`src/rtl/bip_pkg.sv`:
```
// Shared definitions for the BIP processor: field widths, opcodes,
// accumulator source encodings, sequencer states and the control strobe bundle.
package bip_pkg;

  localparam int INSTR_W  = 16;
  localparam int OPCODE_W = 5;
  localparam int ADDR_W   = 11;
  localparam int CYCLES_W = 32;

  localparam logic [OPCODE_W-1:0] OP_HLT  = 5'd0;
  localparam logic [OPCODE_W-1:0] OP_STO  = 5'd1;
  localparam logic [OPCODE_W-1:0] OP_LD   = 5'd2;
  localparam logic [OPCODE_W-1:0] OP_LDI  = 5'd3;
  localparam logic [OPCODE_W-1:0] OP_ADD  = 5'd4;
  localparam logic [OPCODE_W-1:0] OP_ADDI = 5'd5;
  localparam logic [OPCODE_W-1:0] OP_SUB  = 5'd6;
  localparam logic [OPCODE_W-1:0] OP_SUBI = 5'd7;

  localparam logic [1:0] SEL_A_RAM = 2'd0;
  localparam logic [1:0] SEL_A_IMM = 2'd1;
  localparam logic [1:0] SEL_A_ALU = 2'd2;

  typedef enum logic [2:0] {
    ST_IDLE  = 3'd0,
    ST_FETCH = 3'd1,
    ST_EXEC  = 3'd2,
    ST_WAIT  = 3'd3,
    ST_HALT  = 3'd4
  } state_t;

  typedef struct packed {
    logic [1:0] sel_a;
    logic       sel_b;
    logic       op_sub;
    logic       wr_acc;
    logic       wr_ram;
    logic       rd_ram;
  } ctrl_t;

endpackage

```
`src/rtl/bip_control_unit_if.sv`:
```
// Bus between the BIP sequencer, its program memory and the accumulator
// datapath / data memory control inputs.
interface bip_control_unit_if #(
    parameter int NB_DATA = 16,
    parameter int NB_ADDR = 11
);
    // Timing contract: insmem_enable is high for one cycle (FETCH) with
    // insmem_addr valid; instruction must be valid the following cycle (EXEC).
    // operand and every strobe are valid in EXEC only and are captured by the
    // datapath on the clock edge that ends EXEC; they read 0 in all other cycles.
    logic [NB_DATA-1:0] instruction;
    logic [NB_ADDR-1:0] insmem_addr;
    logic               insmem_enable;
    logic [NB_ADDR-1:0] operand;
    logic [1:0]         sel_a;
    logic               sel_b;
    logic               op_sub;
    logic               wr_acc;
    logic               wr_ram;
    logic               rd_ram;

    modport master (
        input  instruction,
        output insmem_addr, insmem_enable, operand,
        output sel_a, sel_b, op_sub, wr_acc, wr_ram, rd_ram
    );

    modport slave (
        output instruction,
        input  insmem_addr, insmem_enable, operand,
        input  sel_a, sel_b, op_sub, wr_acc, wr_ram, rd_ram
    );
endinterface

```
`src/rtl/bip_instruction_decoder.sv`:
```
// Combinational opcode decode into the one-cycle datapath/data-memory strobes.
// Outputs are forced to 0 unless i_enable is high (the EXEC cycle).
module bip_instruction_decoder
    import bip_pkg::*;
(
    input  logic                i_enable,
    input  logic [OPCODE_W-1:0] i_opcode,
    output ctrl_t               o_ctrl,
    output logic                o_is_hlt
);

    always_comb begin
        o_ctrl   = '0;
        o_is_hlt = 1'b0;
        if (i_enable) begin
            case (i_opcode)
                OP_HLT: o_is_hlt = 1'b1;
                OP_STO: o_ctrl.wr_ram = 1'b1;
                OP_LD: begin
                    o_ctrl.rd_ram = 1'b1;
                    o_ctrl.sel_a  = SEL_A_RAM;
                    o_ctrl.wr_acc = 1'b1;
                end
                OP_LDI: begin
                    o_ctrl.sel_a  = SEL_A_IMM;
                    o_ctrl.wr_acc = 1'b1;
                end
                OP_ADD, OP_SUB: begin
                    o_ctrl.rd_ram = 1'b1;
                    o_ctrl.sel_a  = SEL_A_ALU;
                    o_ctrl.sel_b  = 1'b0;
                    o_ctrl.op_sub = (i_opcode == OP_SUB);
                    o_ctrl.wr_acc = 1'b1;
                end
                OP_ADDI, OP_SUBI: begin
                    o_ctrl.sel_a  = SEL_A_ALU;
                    o_ctrl.sel_b  = 1'b1;
                    o_ctrl.op_sub = (i_opcode == OP_SUBI);
                    o_ctrl.wr_acc = 1'b1;
                end
                // Opcodes 8..31 are NOPs: no strobes, PC still advances.
                default: ;
            endcase
        end
    end

endmodule

```
`src/rtl/bip_control_unit.sv`:
```
// BIP instruction sequencer: program counter, FETCH/EXEC/WAIT/HALT control,
// run/step execution and a saturating active-cycle counter for the debug unit.
module bip_control_unit
    import bip_pkg::*;
#(
    parameter int NB_DATA            = INSTR_W,
    parameter int NB_OPCODE          = OPCODE_W,
    parameter int LOG2_N_INSMEM_ADDR = ADDR_W,
    parameter int NB_CYCLES          = CYCLES_W
) (
    input  logic                 i_clock,
    input  logic                 i_reset,
    input  logic                 i_start,
    input  logic                 i_step_mode,
    input  logic                 i_step,
    bip_control_unit_if.master   bus,
    output logic                 o_halt,
    output logic [NB_CYCLES-1:0] o_cycles,
    output state_t               o_state
);

    state_t                          state;
    logic [LOG2_N_INSMEM_ADDR-1:0]   pc;
    logic [NB_CYCLES-1:0]            cycles;
    logic                            in_exec;
    logic                            is_hlt;
    ctrl_t                           ctrl;
    logic [NB_OPCODE-1:0]            opcode;

    assign in_exec = (state == ST_EXEC);
    assign opcode  = bus.instruction[NB_DATA-1 -: NB_OPCODE];

    bip_instruction_decoder u_decoder (
        .i_enable (in_exec),
        .i_opcode (opcode),
        .o_ctrl   (ctrl),
        .o_is_hlt (is_hlt)
    );

    always_ff @(posedge i_clock or negedge i_reset) begin
        if (!i_reset) begin
            state  <= ST_IDLE;
            pc     <= '0;
            cycles <= '0;
        end else begin
            case (state)
                ST_IDLE, ST_HALT: begin
                    if (i_start) begin
                        state  <= ST_FETCH;
                        pc     <= '0;
                        cycles <= '0;
                    end
                end
                ST_FETCH: begin
                    state <= ST_EXEC;
                    if (~&cycles) cycles <= cycles + 1'b1;
                end
                ST_EXEC: begin
                    if (~&cycles) cycles <= cycles + 1'b1;
                    if (is_hlt) begin
                        state <= ST_HALT;
                    end else begin
                        // 11-bit PC wraps naturally from the last address to 0.
                        pc    <= pc + 1'b1;
                        state <= i_step_mode ? ST_WAIT : ST_FETCH;
                    end
                end
                ST_WAIT: begin
                    if (~&cycles) cycles <= cycles + 1'b1;
                    if (i_step || !i_step_mode) state <= ST_FETCH;
                end
                default: state <= ST_IDLE;
            endcase
        end
    end

    // Outputs decode the registered state so an asynchronous reset clears them at once.
    assign bus.insmem_addr   = pc;
    assign bus.insmem_enable = (state == ST_FETCH);
    assign bus.operand       = in_exec ? bus.instruction[LOG2_N_INSMEM_ADDR-1:0] : '0;
    assign bus.sel_a         = ctrl.sel_a;
    assign bus.sel_b         = ctrl.sel_b;
    assign bus.op_sub        = ctrl.op_sub;
    assign bus.wr_acc        = ctrl.wr_acc;
    assign bus.wr_ram        = ctrl.wr_ram;
    assign bus.rd_ram        = ctrl.rd_ram;

    assign o_halt   = (state == ST_HALT);
    assign o_cycles = cycles;
    assign o_state  = state;

endmodule

```
`src/flat_wrapper.sv`:
```
// flat-port wrapper written by rule: the top's interface ports become plain ports
module bip_control_unit_flat import bip_pkg::*;
#(
    parameter int NB_DATA            = INSTR_W,
    parameter int NB_OPCODE          = OPCODE_W,
    parameter int LOG2_N_INSMEM_ADDR = ADDR_W,
    parameter int NB_CYCLES          = CYCLES_W
)
  (i_clock, i_reset, i_start, i_step_mode, i_step, o_halt, o_cycles, o_state, bus_instruction, bus_insmem_addr, bus_insmem_enable, bus_operand, bus_sel_a, bus_sel_b, bus_op_sub, bus_wr_acc, bus_wr_ram, bus_rd_ram);
  bip_control_unit_if #(.NB_DATA(NB_DATA), .NB_ADDR(11)) bus_i ();
  input  logic i_clock;
  input  logic i_reset;
  input  logic i_start;
  input  logic i_step_mode;
  input  logic i_step;
  output logic o_halt;
  output logic [NB_CYCLES-1:0] o_cycles;
  output state_t o_state;
  input wire logic [$bits(bus_i.instruction)-1:0] bus_instruction;
  output wire logic [$bits(bus_i.insmem_addr)-1:0] bus_insmem_addr;
  output wire logic [$bits(bus_i.insmem_enable)-1:0] bus_insmem_enable;
  output wire logic [$bits(bus_i.operand)-1:0] bus_operand;
  output wire logic [$bits(bus_i.sel_a)-1:0] bus_sel_a;
  output wire logic [$bits(bus_i.sel_b)-1:0] bus_sel_b;
  output wire logic [$bits(bus_i.op_sub)-1:0] bus_op_sub;
  output wire logic [$bits(bus_i.wr_acc)-1:0] bus_wr_acc;
  output wire logic [$bits(bus_i.wr_ram)-1:0] bus_wr_ram;
  output wire logic [$bits(bus_i.rd_ram)-1:0] bus_rd_ram;
  assign bus_i.instruction = bus_instruction;
  assign bus_insmem_addr = bus_i.insmem_addr;
  assign bus_insmem_enable = bus_i.insmem_enable;
  assign bus_operand = bus_i.operand;
  assign bus_sel_a = bus_i.sel_a;
  assign bus_sel_b = bus_i.sel_b;
  assign bus_op_sub = bus_i.op_sub;
  assign bus_wr_acc = bus_i.wr_acc;
  assign bus_wr_ram = bus_i.wr_ram;
  assign bus_rd_ram = bus_i.rd_ram;
  bip_control_unit #(.NB_DATA(NB_DATA), .NB_OPCODE(NB_OPCODE), .LOG2_N_INSMEM_ADDR(LOG2_N_INSMEM_ADDR), .NB_CYCLES(NB_CYCLES)) u_core (.i_clock(i_clock), .i_reset(i_reset), .i_start(i_start), .i_step_mode(i_step_mode), .i_step(i_step), .bus(bus_i), .o_halt(o_halt), .o_cycles(o_cycles), .o_state(o_state));
endmodule
```
`config.mk`:
```
export PLATFORM = sky130hd
export DESIGN_NAME = bip_control_unit_flat
export DESIGN_NICKNAME = d
export VERILOG_FILES = /design/src/rtl/bip_pkg.sv /design/src/rtl/bip_control_unit_if.sv /design/src/rtl/bip_instruction_decoder.sv /design/src/rtl/bip_control_unit.sv /design/src/flat_wrapper.sv
export SDC_FILE = /design/constraint.sdc
export NUM_CORES = 1
export LEC_CHECK = 0
export BUFFER_PORTS_ARGS = -buffer_cell sky130_fd_sc_hd__buf_2
export CAP_MARGIN = 20
export CORE_ASPECT_RATIO = 0.75
export CORE_UTILIZATION = 45
export DETAILED_ROUTE_END_ITERATION = 16
export MAX_ROUTING_LAYER = met4
export PLACE_DENSITY = 0.69
export SKIP_LAST_GASP = 1
export SYNTH_ARGS = -nofsm -noshare
export SYNTH_HDL_FRONTEND = slang
export SYNTH_SLANG_ARGS = --single-unit
```
`constraint.sdc`:
```
create_clock -name i_clock -period 2.4 [get_ports i_clock]
set_input_delay 0.24 -clock i_clock [delete_from_list [all_inputs] [get_ports i_clock]]
set_output_delay 0.24 -clock i_clock [all_outputs]
set_load 0.005 [all_outputs]
```
==> metrics.md <==
| Metric | Value |
|---|---|
| Outcome | finished, final reports clean |
| Hold Crit Start | i_step_mode |
| Yosys reg bits | 46 |
| Clock-pin slew on the worst setup and hold paths | 0.10 ns |
| Routed vias/inst | around 5.8 |
| Slowest CP cell | dfrtp_1 |
| Initial antenna violation count | 0 |
| Worst slew pin tran | around 0.51 ns |
| Hpwl dp | around 5700 um |
| Syn Inst Count | around 310 |
| Syn Nets | roughly 340 |
| WP data arrival | roughly 2.3 ns |
| Number of global-route vias before repair | roughly 2.5k |
| Nets | between 400 and 500 |
| CP top delay family | simple AND/OR/NAND/NOR gates |
| Setup Buffers After CTS | 0 |
| GP Congestion | 0.867 |
| Final hold violations | 0 |
| Hold worst-path end | u_core.o_state[1] |
| Fin cells | 480 |
| DIE HEIGHT | between 70 and 80 um |
| Final hold slack | around 0.21 ns |
| Most common cell after layout, fill and taps aside | buf_2 |
| Die area | 0.00666 mm2 |
| Layout cells sized above 1 | 0.303 |
| Post-place setup slack | around 0.27 ns |
| Most frequent cells in the layout | buf_2, dfrtp_1, nand2_1, nor2_1, o21ai_0 |
| DR vias | between 2k and 3k |
| Syn avg cell area | 9.08 um2 |
| Placement Rows | 24 |
| First-pass GRT wire length | ~13000 um |
| WL per Instance | between 15 and 20 um |
| Worst Clk Skew | about 0.014 ns |
| Largest net degree at the start of global routing | 37 |
| Fraction of registers with async set/reset | 1.00 |
| Post-synth EDFFs | 0 |
| Initial DRT Pass Iterations | 4 |
| Final setup violation count | 0 |
| Seq/Total Area, Yosys | 0.404 |
| Delay of the slowest cell on the worst path | approximately 0.43 ns |
| Unrepaired setup endpoints after global routing | false |
| Clock share of power | 0.185 |
| Starting density of the core | 0.480 |
| Root Buffer | clkbuf_8 |
| Switching Fraction | 0.424 |
| Synth Warn # | 0 |
| Clock buffer depth | 2 |
| Placed Instances | ~470 |
| Core area | roughly 0.0059 mm2 |
| Antenna Nets Post-Route | 0 |
| Crit share post-route | 0.893 |
| Yosys cell types | 58 |
| Inserted Clock Buffers | 5 |
| Synth Flop Type | dfrtp_1 |
| Max_cap viols | 0 |
| Total gr overflow | 0 |
| Total GRT Usage | 0.251 |
| Reg2reg start | u_core.o_cycles[0] |
| Gate power share | 0.414 |
| Final setup margin | ~0.26 ns |
| Mapped Area | approximately 0.0029 mm2 |
| H-tree depth | 2 |
| Fmax achieved | 467 MHz |
| DRT iter0 DRCs | between 150 and 200 |
| Worst vdd ir | roughly 0.00046 V |
| Reg2reg end | u_core.o_cycles[22] |
| Sequential Power Share | 0.402 |
| Reg2reg path depth | 6 |
| Pwr dens | around 800 mW/mm2 |
| CP cell instances | ha_1, and4_1, and4_4, nand4_4, a211o_1, mux2_4 |
| Residual DRC | 0 |
| CP Capture Type | flop |
| N_diodes | 0 |
| Top Ports | 87 |
| Max Slew Vio Count | 0 |
| Final WL | a little under 8000 um |
| Int Pwr | 0.00155 W |
| Worst skew pair latency | roughly 0.31 ns |
| Hold Path Class | in -> reg |
| Worst Path Max Fanout | 8 |
| Worst Hold Path Cells | 3 |
| Worst slew margin | 0.661 |
| Worst path bufs/invs | 0 |
| Critical Path RT | between 2 and 3 ns |
| PortBufs | between 80 and 90 |
| Type of the worst setup path | reg -> reg |
| CTS tree | built |
| Startpoint type of the worst setup path | flop |
| Sw power | around 0.0011 W |
| Leak | between 1.5 and 2 nW |
| Clock sink count | 46 |
| Flop-to-flop setup slack | 0.26 ns |
| Final setup TNS | 0 ns |
| PnR Total Power | ~0.0027 W |
| Post-layout minimum cycle time | 2.14 ns |
| Area growth syn-to-layout | 20.4% |
| Die width | 93.9 um |
-- flip-flops by register name (all words and copies together) (netlist names) --
register	cells
u_core.o_cycles	32
u_core.bus.insmem_addr	11
u_core.o_state	3
-- final cells by class --
class	instances	area, um2
clock buffer	5	68.8
clock inverter	3	23.8
fill	560	2510
inverter	4	15.0
multi-input combinational	248	1570
sequential	46	1150
tap	78	97.6
timing repair buffer	96	508
-- routing by layer --
layer	vias up	track usage	wire [um]
met5	-	-	0
met4	0	0.0701	91
li1	1354	-	-
met2	98	0.346	3460
met3	8	0.0409	512
met1	1312	0.378	3710
-- worst reg2reg max path, cell delays in order (launching register included) --
cell	delay (ns)
dfrtp_1	0.43
ha_1	0.30
and4_1	0.29
and4_4	0.31
nand4_4	0.15
a211o_1	0.32
mux2_4	0.25
-- kinds of logic after synthesis --
group | count (synthesis) | share of synthesized area
xor+xnor | 8 | 0.0246
flops | 46 | 0.404
simple gates | 153 | 0.304
buf+inv | 20 | 0.0496
fa+ha+maj | 2 | 0.00877
mux | 3 | 0.0140
compound gates | 82 | 0.195
-- power by group through the flow --
stage	sequential (W)	combinational, W	clock [W]
2_1_floorplan	0.00106	0.000746	0
3_3_place_gp	0.00109	0.00108	0
3_5_place_dp	0.00109	0.00110	0
4_1_cts	0.00108	0.00111	0.000518
5_1_grt	0.00111	0.00123	0.000552
6_report	0.00108	0.00111	0.000498
-- cell usage after synthesis (5+ instances only) --
| master | n | area share |
|---|---|---|
| o31ai_1 | 5 | 0.013 |
| a31oi_1 | 16 | 0.035 |
| nand3_1 | 15 | 0.026 |
| nand2_1 | 31 | 0.041 |
| nor3_1 | 7 | 0.012 |
| dfrtp_1 | 46 | 0.40 |
| nor3b_1 | 5 | 0.013 |
| and3_1 | 6 | 0.013 |
| and2_1 | 18 | 0.039 |
| and4_1 | 7 | 0.022 |
| a211o_1 | 5 | 0.015 |
| o21ai_0 | 19 | 0.033 |
| nor2_1 | 24 | 0.032 |
| clkbuf_1 | 7 | 0.0092 |
| a21oi_1 | 9 | 0.016 |
| buf_6 | 6 | 0.024 |
| nand4_1 | 16 | 0.035 |
-- worst max-delay path by stage --
stage,cells after the start,startpoint,to,slack [ns]
after floorplan,8,u_core.o_cycles[0],u_core.o_cycles[19],0.33
after CTS,5,u_core.o_state[0],bus_rd_ram,0.009
after global routing,5,u_core.o_state[0],bus_rd_ram,0.08
after detailed placement,6,u_core.o_cycles[0],u_core.o_cycles[22],0.27
after global placement,6,u_core.o_cycles[0],u_core.o_cycles[22],0.33
final,6,u_core.o_cycles[0],u_core.o_cycles[22],0.26
-- repair_timing --
| item | 4_1_cts | 5_1_grt |
|---|---|---|
| hold buffers | 1 | 0 |
| endpoints found under the setup margin | 0 | 6 |
| endpoints found under the hold margin | 10 | 0 |
| gates resized for setup | 0 | 2 |
-- through the flow --
| stage | cell area [um2] | util |
|---|---|---|
| finish | 3430 | 0.577 |
| detailed placement | 3320 | 0.559 |
| floorplan | 2850 | - |
| global route | 3430 | 0.577 |
| global placement | 3320 | 0.559 |
| CTS | 3420 | 0.576 |
(Power assumes the default switching activity.)
